## config.mk

```make
export PLATFORM = sky130hd
export DESIGN_NAME = multicycle_mem_ctrl
export DESIGN_NICKNAME = d
export VERILOG_FILES = /design/src/rtl/mcm_pkg.sv /design/src/rtl/mcm_ram.sv /design/src/rtl/multicycle_mem_ctrl.sv
export SDC_FILE = /design/constraint.sdc
export NUM_CORES = 2
export LEC_CHECK = 0
export CORE_UTILIZATION = 30
export CTS_CLUSTER_DIAMETER = 40
export DETAILED_ROUTE_END_ITERATION = 10
export PLACE_DENSITY = 0.46
export RECOVER_POWER = 100
export SLEW_MARGIN = 20
export SYNTH_ARGS = -nofsm -noshare
export SYNTH_HDL_FRONTEND = slang
export SYNTH_SLANG_ARGS = --single-unit
```

## constraint.sdc

```tcl
create_clock -name clk -period 12.75 [get_ports clk]
set_clock_uncertainty 0.15 [all_clocks]
set_input_delay 3.1875 -clock clk [delete_from_list [all_inputs] [get_ports clk]]
set_output_delay 3.1875 -clock clk [all_outputs]
set_load 0.005 [all_outputs]
```

## src/rtl/mcm_pkg.sv

```systemverilog
// Shared encodings for the multicycle memory controller: request opcodes and FSM states.
package mcm_pkg;

  typedef enum logic [1:0] {
    OP_WRITE     = 2'b00,
    OP_READ      = 2'b01,
    OP_FETCH_ADD = 2'b10,
    OP_RSVD      = 2'b11
  } op_e;

  typedef enum logic [2:0] {
    IDLE      = 3'b000,
    DECODE    = 3'b001,
    ACCESS    = 3'b010,
    WRITEBACK = 3'b011,
    DONE      = 3'b100
  } state_e;

  localparam int unsigned CNT_W = 4;

endpackage

```

## src/rtl/mcm_ram.sv

```systemverilog
// Single-port word array with a synchronous write and a combinational read.
module mcm_ram
  import mcm_pkg::*;
#(
  parameter int DATA_W = 8,
  parameter int ADDR_W = 8,
  parameter int DEPTH  = 256
) (
  input  logic              clk_i,
  input  logic              we_i,
  input  logic [ADDR_W-1:0] addr_i,
  input  logic [DATA_W-1:0] wdata_i,
  output logic [DATA_W-1:0] rdata_o
);

  localparam logic [ADDR_W:0] DEPTH_L = (ADDR_W + 1)'(DEPTH);

  logic [DATA_W-1:0] mem_q [DEPTH];
  logic              in_range_s;

  assign in_range_s = ({1'b0, addr_i} < DEPTH_L);

  // Storage is deliberately left without reset; contents are undefined until written.
  always_ff @(posedge clk_i) begin
    if (we_i && in_range_s) begin
      mem_q[addr_i] <= wdata_i;
    end
  end

  // Out-of-range addresses read as zero instead of indexing past the array.
  always_comb begin
    rdata_o = '0;
    if (in_range_s) begin
      rdata_o = mem_q[addr_i];
    end else begin
      rdata_o = '0;
    end
  end

endmodule

```

## src/rtl/multicycle_mem_ctrl.sv

```systemverilog
// Multicycle memory controller: DECODE/ACCESS/WRITEBACK/DONE sequencing with wait
// states, fetch-and-add, and range/opcode checking in front of mcm_ram.
module multicycle_mem_ctrl
  import mcm_pkg::*;
#(
  parameter int DATA_W      = 8,
  parameter int ADDR_W      = 8,
  parameter int DEPTH       = 256,
  parameter int WAIT_CYCLES = 0
) (
  input  logic              clk,
  input  logic              rst,
  input  logic              start,
  input  logic [1:0]        op,
  input  logic [ADDR_W-1:0] addr,
  input  logic [DATA_W-1:0] write_data,
  output logic              busy,
  output logic              done,
  output logic              error,
  output logic [DATA_W-1:0] read_data
);

  localparam logic [CNT_W-1:0] WAIT_L  = CNT_W'(WAIT_CYCLES);
  localparam logic [ADDR_W:0]  DEPTH_L = (ADDR_W + 1)'(DEPTH);

  state_e            state_q, state_d;
  op_e               op_q, op_d;
  logic [ADDR_W-1:0] addr_q, addr_d;
  logic [DATA_W-1:0] wdata_q, wdata_d;
  logic              err_q, err_d;
  logic [CNT_W-1:0]  cnt_q, cnt_d;
  logic [DATA_W-1:0] sum_q, sum_d;
  logic [DATA_W-1:0] rdata_q, rdata_d;
  logic              busy_q, busy_d;
  logic              done_q, done_d;
  logic              error_q, error_d;

  logic              addr_ok_s;
  logic              we_s;
  logic              ram_we_s;
  logic [DATA_W-1:0] ram_wdata_s;
  logic [DATA_W-1:0] ram_rdata_s;

  assign addr_ok_s = ({1'b0, addr_q} < DEPTH_L);
  // A reset in the same cycle abandons any pending store.
  assign ram_we_s  = we_s & ~rst;

  mcm_ram #(
    .DATA_W (DATA_W),
    .ADDR_W (ADDR_W),
    .DEPTH  (DEPTH)
  ) u_ram (
    .clk_i   (clk),
    .we_i    (ram_we_s),
    .addr_i  (addr_q),
    .wdata_i (ram_wdata_s),
    .rdata_o (ram_rdata_s)
  );

  // Next-state, datapath and registered-output decode.
  always_comb begin
    state_d     = state_q;
    op_d        = op_q;
    addr_d      = addr_q;
    wdata_d     = wdata_q;
    err_d       = err_q;
    cnt_d       = cnt_q;
    sum_d       = sum_q;
    rdata_d     = rdata_q;
    we_s        = 1'b0;
    ram_wdata_s = wdata_q;

    case (state_q)
      IDLE: begin
        if (start) begin
          op_d    = op_e'(op);
          addr_d  = addr;
          wdata_d = write_data;
          state_d = DECODE;
        end else begin
          state_d = IDLE;
        end
      end
      DECODE: begin
        if ((op_q == OP_RSVD) || !addr_ok_s) begin
          err_d   = 1'b1;
          state_d = DONE;
        end else begin
          cnt_d   = WAIT_L;
          state_d = ACCESS;
        end
      end
      ACCESS: begin
        if (cnt_q != {CNT_W{1'b0}}) begin
          cnt_d = cnt_q - {{(CNT_W-1){1'b0}}, 1'b1};
        end else begin
          case (op_q)
            OP_WRITE: begin
              we_s    = 1'b1;
              state_d = DONE;
            end
            OP_READ: begin
              rdata_d = ram_rdata_s;
              state_d = DONE;
            end
            OP_FETCH_ADD: begin
              rdata_d = ram_rdata_s;
              sum_d   = ram_rdata_s + wdata_q;
              state_d = WRITEBACK;
            end
            default: begin
              state_d = DONE;
            end
          endcase
        end
      end
      WRITEBACK: begin
        we_s        = 1'b1;
        ram_wdata_s = sum_q;
        state_d     = DONE;
      end
      DONE: begin
        err_d   = 1'b0;
        state_d = IDLE;
      end
      default: begin
        err_d   = 1'b0;
        state_d = IDLE;
      end
    endcase

    // Outputs are computed from the next state so they appear registered in that state.
    busy_d  = (state_d != IDLE);
    done_d  = (state_d == DONE);
    error_d = (state_d == DONE) && err_d;
  end

  // State and datapath registers with synchronous reset.
  always_ff @(posedge clk) begin
    if (rst) begin
      state_q <= IDLE;
      op_q    <= OP_WRITE;
      addr_q  <= '0;
      wdata_q <= '0;
      err_q   <= 1'b0;
      cnt_q   <= {CNT_W{1'b0}};
      sum_q   <= '0;
      rdata_q <= '0;
      busy_q  <= 1'b0;
      done_q  <= 1'b0;
      error_q <= 1'b0;
    end else begin
      state_q <= state_d;
      op_q    <= op_d;
      addr_q  <= addr_d;
      wdata_q <= wdata_d;
      err_q   <= err_d;
      cnt_q   <= cnt_d;
      sum_q   <= sum_d;
      rdata_q <= rdata_d;
      busy_q  <= busy_d;
      done_q  <= done_d;
      error_q <= error_d;
    end
  end

  assign busy      = busy_q;
  assign done      = done_q;
  assign error     = error_q;
  assign read_data = rdata_q;

endmodule

```

==> results.yml <==
timing:
  max_freq_mhz: 114
  finalCritPeriodShare_pct: 68.8
  relSlewSlack_pct: -248
  final_max_slew_viol_count: 1959
  finalHoldViolCount: 0
  setup_viol: 0
  tightest_slew_ns: 5.21
  rsz0062_at_grt: "false"
  tns_ns: 0
  period_needed_ns: 8.77
critical_path:
  critPathLaunchType: "flop"
  critical_path.endpoint_type: "flop"
  critical_path.max_fanout: 109
  rr_worst_depth: 5
  reg2reg_from: "state_q[2]"
  arrival_ns: 9.21
  crit_type: "flop to flop"
  cp_common_cell: "clkbuf_1"
  cp_slowest_cell: "mux2_1"
  crit_path_max_incr_delay_ns: 3.21
  r2r-end: "u_ram.mem_q[118][4]"
  r2r_slack_ns: 3.98
  path_cells: "nand3b_1 > clkbuf_1 > mux2_1 > clkbuf_1 > buf_4"
  cp_data_required_time_ns: 13.19
logic_synthesis:
  synth_ff_type: "edfxtp_1"
  syn_area_per_cell_sq_um: 21.2
  netlist_top_cells_area: "edfxtp_1 (75%), mux4_2 (15%), nor2_1 (1.5%)"
  synthArstFlopShare_pct: 0
  synth_edf_count: 2048
  synth_top_area_cell: "edfxtp_1"
  yosysWarnings: 0
  syn_area_sq_mm: 0.0820
  synth_cells: 3864
  yosysSeqAreaShare_pct: 76.3
  synth_top_area_share_pct: 75.0
  synthDistinctLibCells: 69
  syn_nets: 3898
  ys_seq_elements: 2101
global_route:
  antenna_found_initial: 9
  grt-ovfl-total: 0
  grt_max_degree: 162
  track_usage_pct: 16.7
  grt_pass1_vias: 41800
  grt_pass1_wl_microns: 330000
clocking:
  insertion_delay_ns: 0.94
  clk_pin_slew_ns: 0.05
  htreeDepth: 5
  clockBufferDepth: 4
  cts_root_buf: "clkbuf_16"
  cts_resized: 0
  cts_tree: "yes"
  post_cts_buffers: 0
  hold_buffers: 0
  cts.sinks: 2101
  cts-buffers-inserted: 354
run_status:
  violations: "max-capacitance violations, max-slew violations"
  status: "complete, but fails checks"
final_layout:
  fill_cells: 24800
  syn2layout_area_growth_pct: 19.3
  fin_nets: 4153
  final_cells: 7963
  drive_above_1_share_pct: 28.2
hold_path:
  min_path_cells: 2
  hp-class: "flop to flop"
  hold_start: "sum_q[6]"
  min_to: "sum_q[6]"
power:
  irDropWorstVdd_v: 0.000151
  p_leak_nw: 30.7
  powerDensity_mw_per_mm2: 185
routing:
  wl_per_cell_microns: 29.2
  drt_iter0_markers: 4007
  via_per_inst: 5.05
  dr_total_vias: 40200
  ant_nets: 0
  route.detailed.drc: 0
  wl_microns: 233000
  drt_pre_antenna_iters: 6
die:
  ios: 32
  row_count: 191
  dieHeight_microns: 525
  start_util_pct: 30.2
  die_w_microns: 525
  coreArea_sq_mm: 0.271
  die-area_sq_mm: 0.275
place:
  port_buffers: 31
  placedCellCount: 7329
  gp_congestion: 0.786
  post-dp-hpwl_microns: 137000
job:
  maxCapViolCount: 25
-- Yosys cell counts (27+ instances only) --
| library cell | n |
|---|---|
| o21ai_0 | 27 |
| dfxtp_1 | 53 |
| buf_6 | 32 |
| nor2b_1 | 27 |
| nand2_1 | 181 |
| mux4_2 | 551 |
| a21oi_1 | 61 |
| buf_2 | 60 |
| nand3_1 | 45 |
| mux2i_1 | 94 |
| clkbuf_1 | 83 |
| edfxtp_1 | 2048 |
| mux2_2 | 28 |
| nor2_1 | 325 |
-- worst max path at each step --
stage	startpoint	endpoint	cells past startpoint
finish	state_q[2]	u_ram.mem_q[118][4]	5
global route	state_q[2]	u_ram.mem_q[47][4]	5
CTS	flop	sum_q[7]	19
detailed placement	rst	u_ram.mem_q[235][3]	6
global placement	rst	u_ram.mem_q[237][4]	6
floorplan	rst	u_ram.mem_q[198][0]	5
-- cells in the final DEF, fill, tap and decap left out, drive strengths merged, types with 21 or more instances in the layout --
cell type and n:
a211oi 21, a21oi 61, buf 67, bufinv 35
clkbuf 413, clkinv 95, clkinvlp 44, dfxtp 53
edfxtp 2048, inv 79, mux2 28, mux2i 94
mux4 561, nand2 181, nand3 45, nor2 325
nor2b 27, o21ai 28
-- area by class of cell --
cell class / instances / area, sq um / area share [%]
clock buffer: 392 / 9170 / 9.37
sequential: 2101 / 62600 / 63.9
inverter: 19 / 78.8 / 0.0805
multi-input combinational: 1525 / 18200 / 18.6
timing repair buffer: 118 / 920 / 0.940
clock inverter: 234 / 2470 / 2.52
tap: 3570 / 4470 / 4.56
antenna: 4 / 10.0 / 0.0102
-- critical path, delay by kind of cell (launching register included) --
| kind | cells | cell delay (ns) |
|---|---|---|
| AND/OR/NAND/NOR | 1 | 0.16 |
| multiplexers | 1 | 3.21 |
| flip-flops | 1 | 0.50 |
| buffers and inverters | 3 | 4.24 |
-- per-stage QoR --
| stage | hold WS (ns) | power (mW) | worst slack, ns | area, sq um | utilization [%] |
|---|---|---|---|---|---|
| 6_report | 0.303 | 18.1 | 3.98 | 97900 | 36.1 |
| 5_1_grt | 0.322 | 18.6 | 3.28 | 97900 | 36.1 |
| 4_1_cts | 0.317 | 18.2 | 6.35 | 98000 | 36.1 |
| 3_5_place_dp | 0.311 | 8.90 | 5.60 | 86400 | 31.9 |
| 3_3_place_gp | 0.305 | 8.89 | 5.65 | 86400 | 31.8 |
| 2_1_floorplan | 0.279 | 8.44 | 7.75 | 82000 | - |
-- routing by layer --
| metal | vias up | routed length (microns) | GRT usage (%) |
|---|---|---|---|
| li1 | 16700 | - | - |
| met1 | 22000 | 104000 | 23.7 |
| met2 | 1276 | 110000 | 26.4 |
| met3 | 329 | 13700 | 3.06 |
| met4 | 0 | 4900 | 4.45 |
| met5 | - | 0 | 0 |
-- registers in the layout, summed over array words and instances (netlist names), 2 cells and up, named ones only --
signal and flops:
state_q 3, cnt_q 4, addr_q 8, sum_q 8, op_q 2, wdata_q 8, read_data 8, u_ram.mem_q 2048
-- power by group --
group          total, mW  switching [mW]  internal [mW]
clock network       9.32            3.39           5.93
registers           7.70          0.0264           7.67
logic               1.06           0.711          0.350
-- cell families (layout without fill, tap and decap cells) --
kind of cell	count (synthesis)	count (layout)	synth area share (%)
other	0	4	0
multiplexers	683	683	17.0
XOR/XNOR	8	8	0.0854
flip-flops	2101	2101	76.3
buffers and inverters	238	763	1.66
AO/OA/AOI/OAI	200	200	1.64
AND/OR/NAND/NOR	621	621	3.15
adder cells (fa/ha/maj)	13	13	0.207
Note: power is estimated with default switching activity, not from simulation.
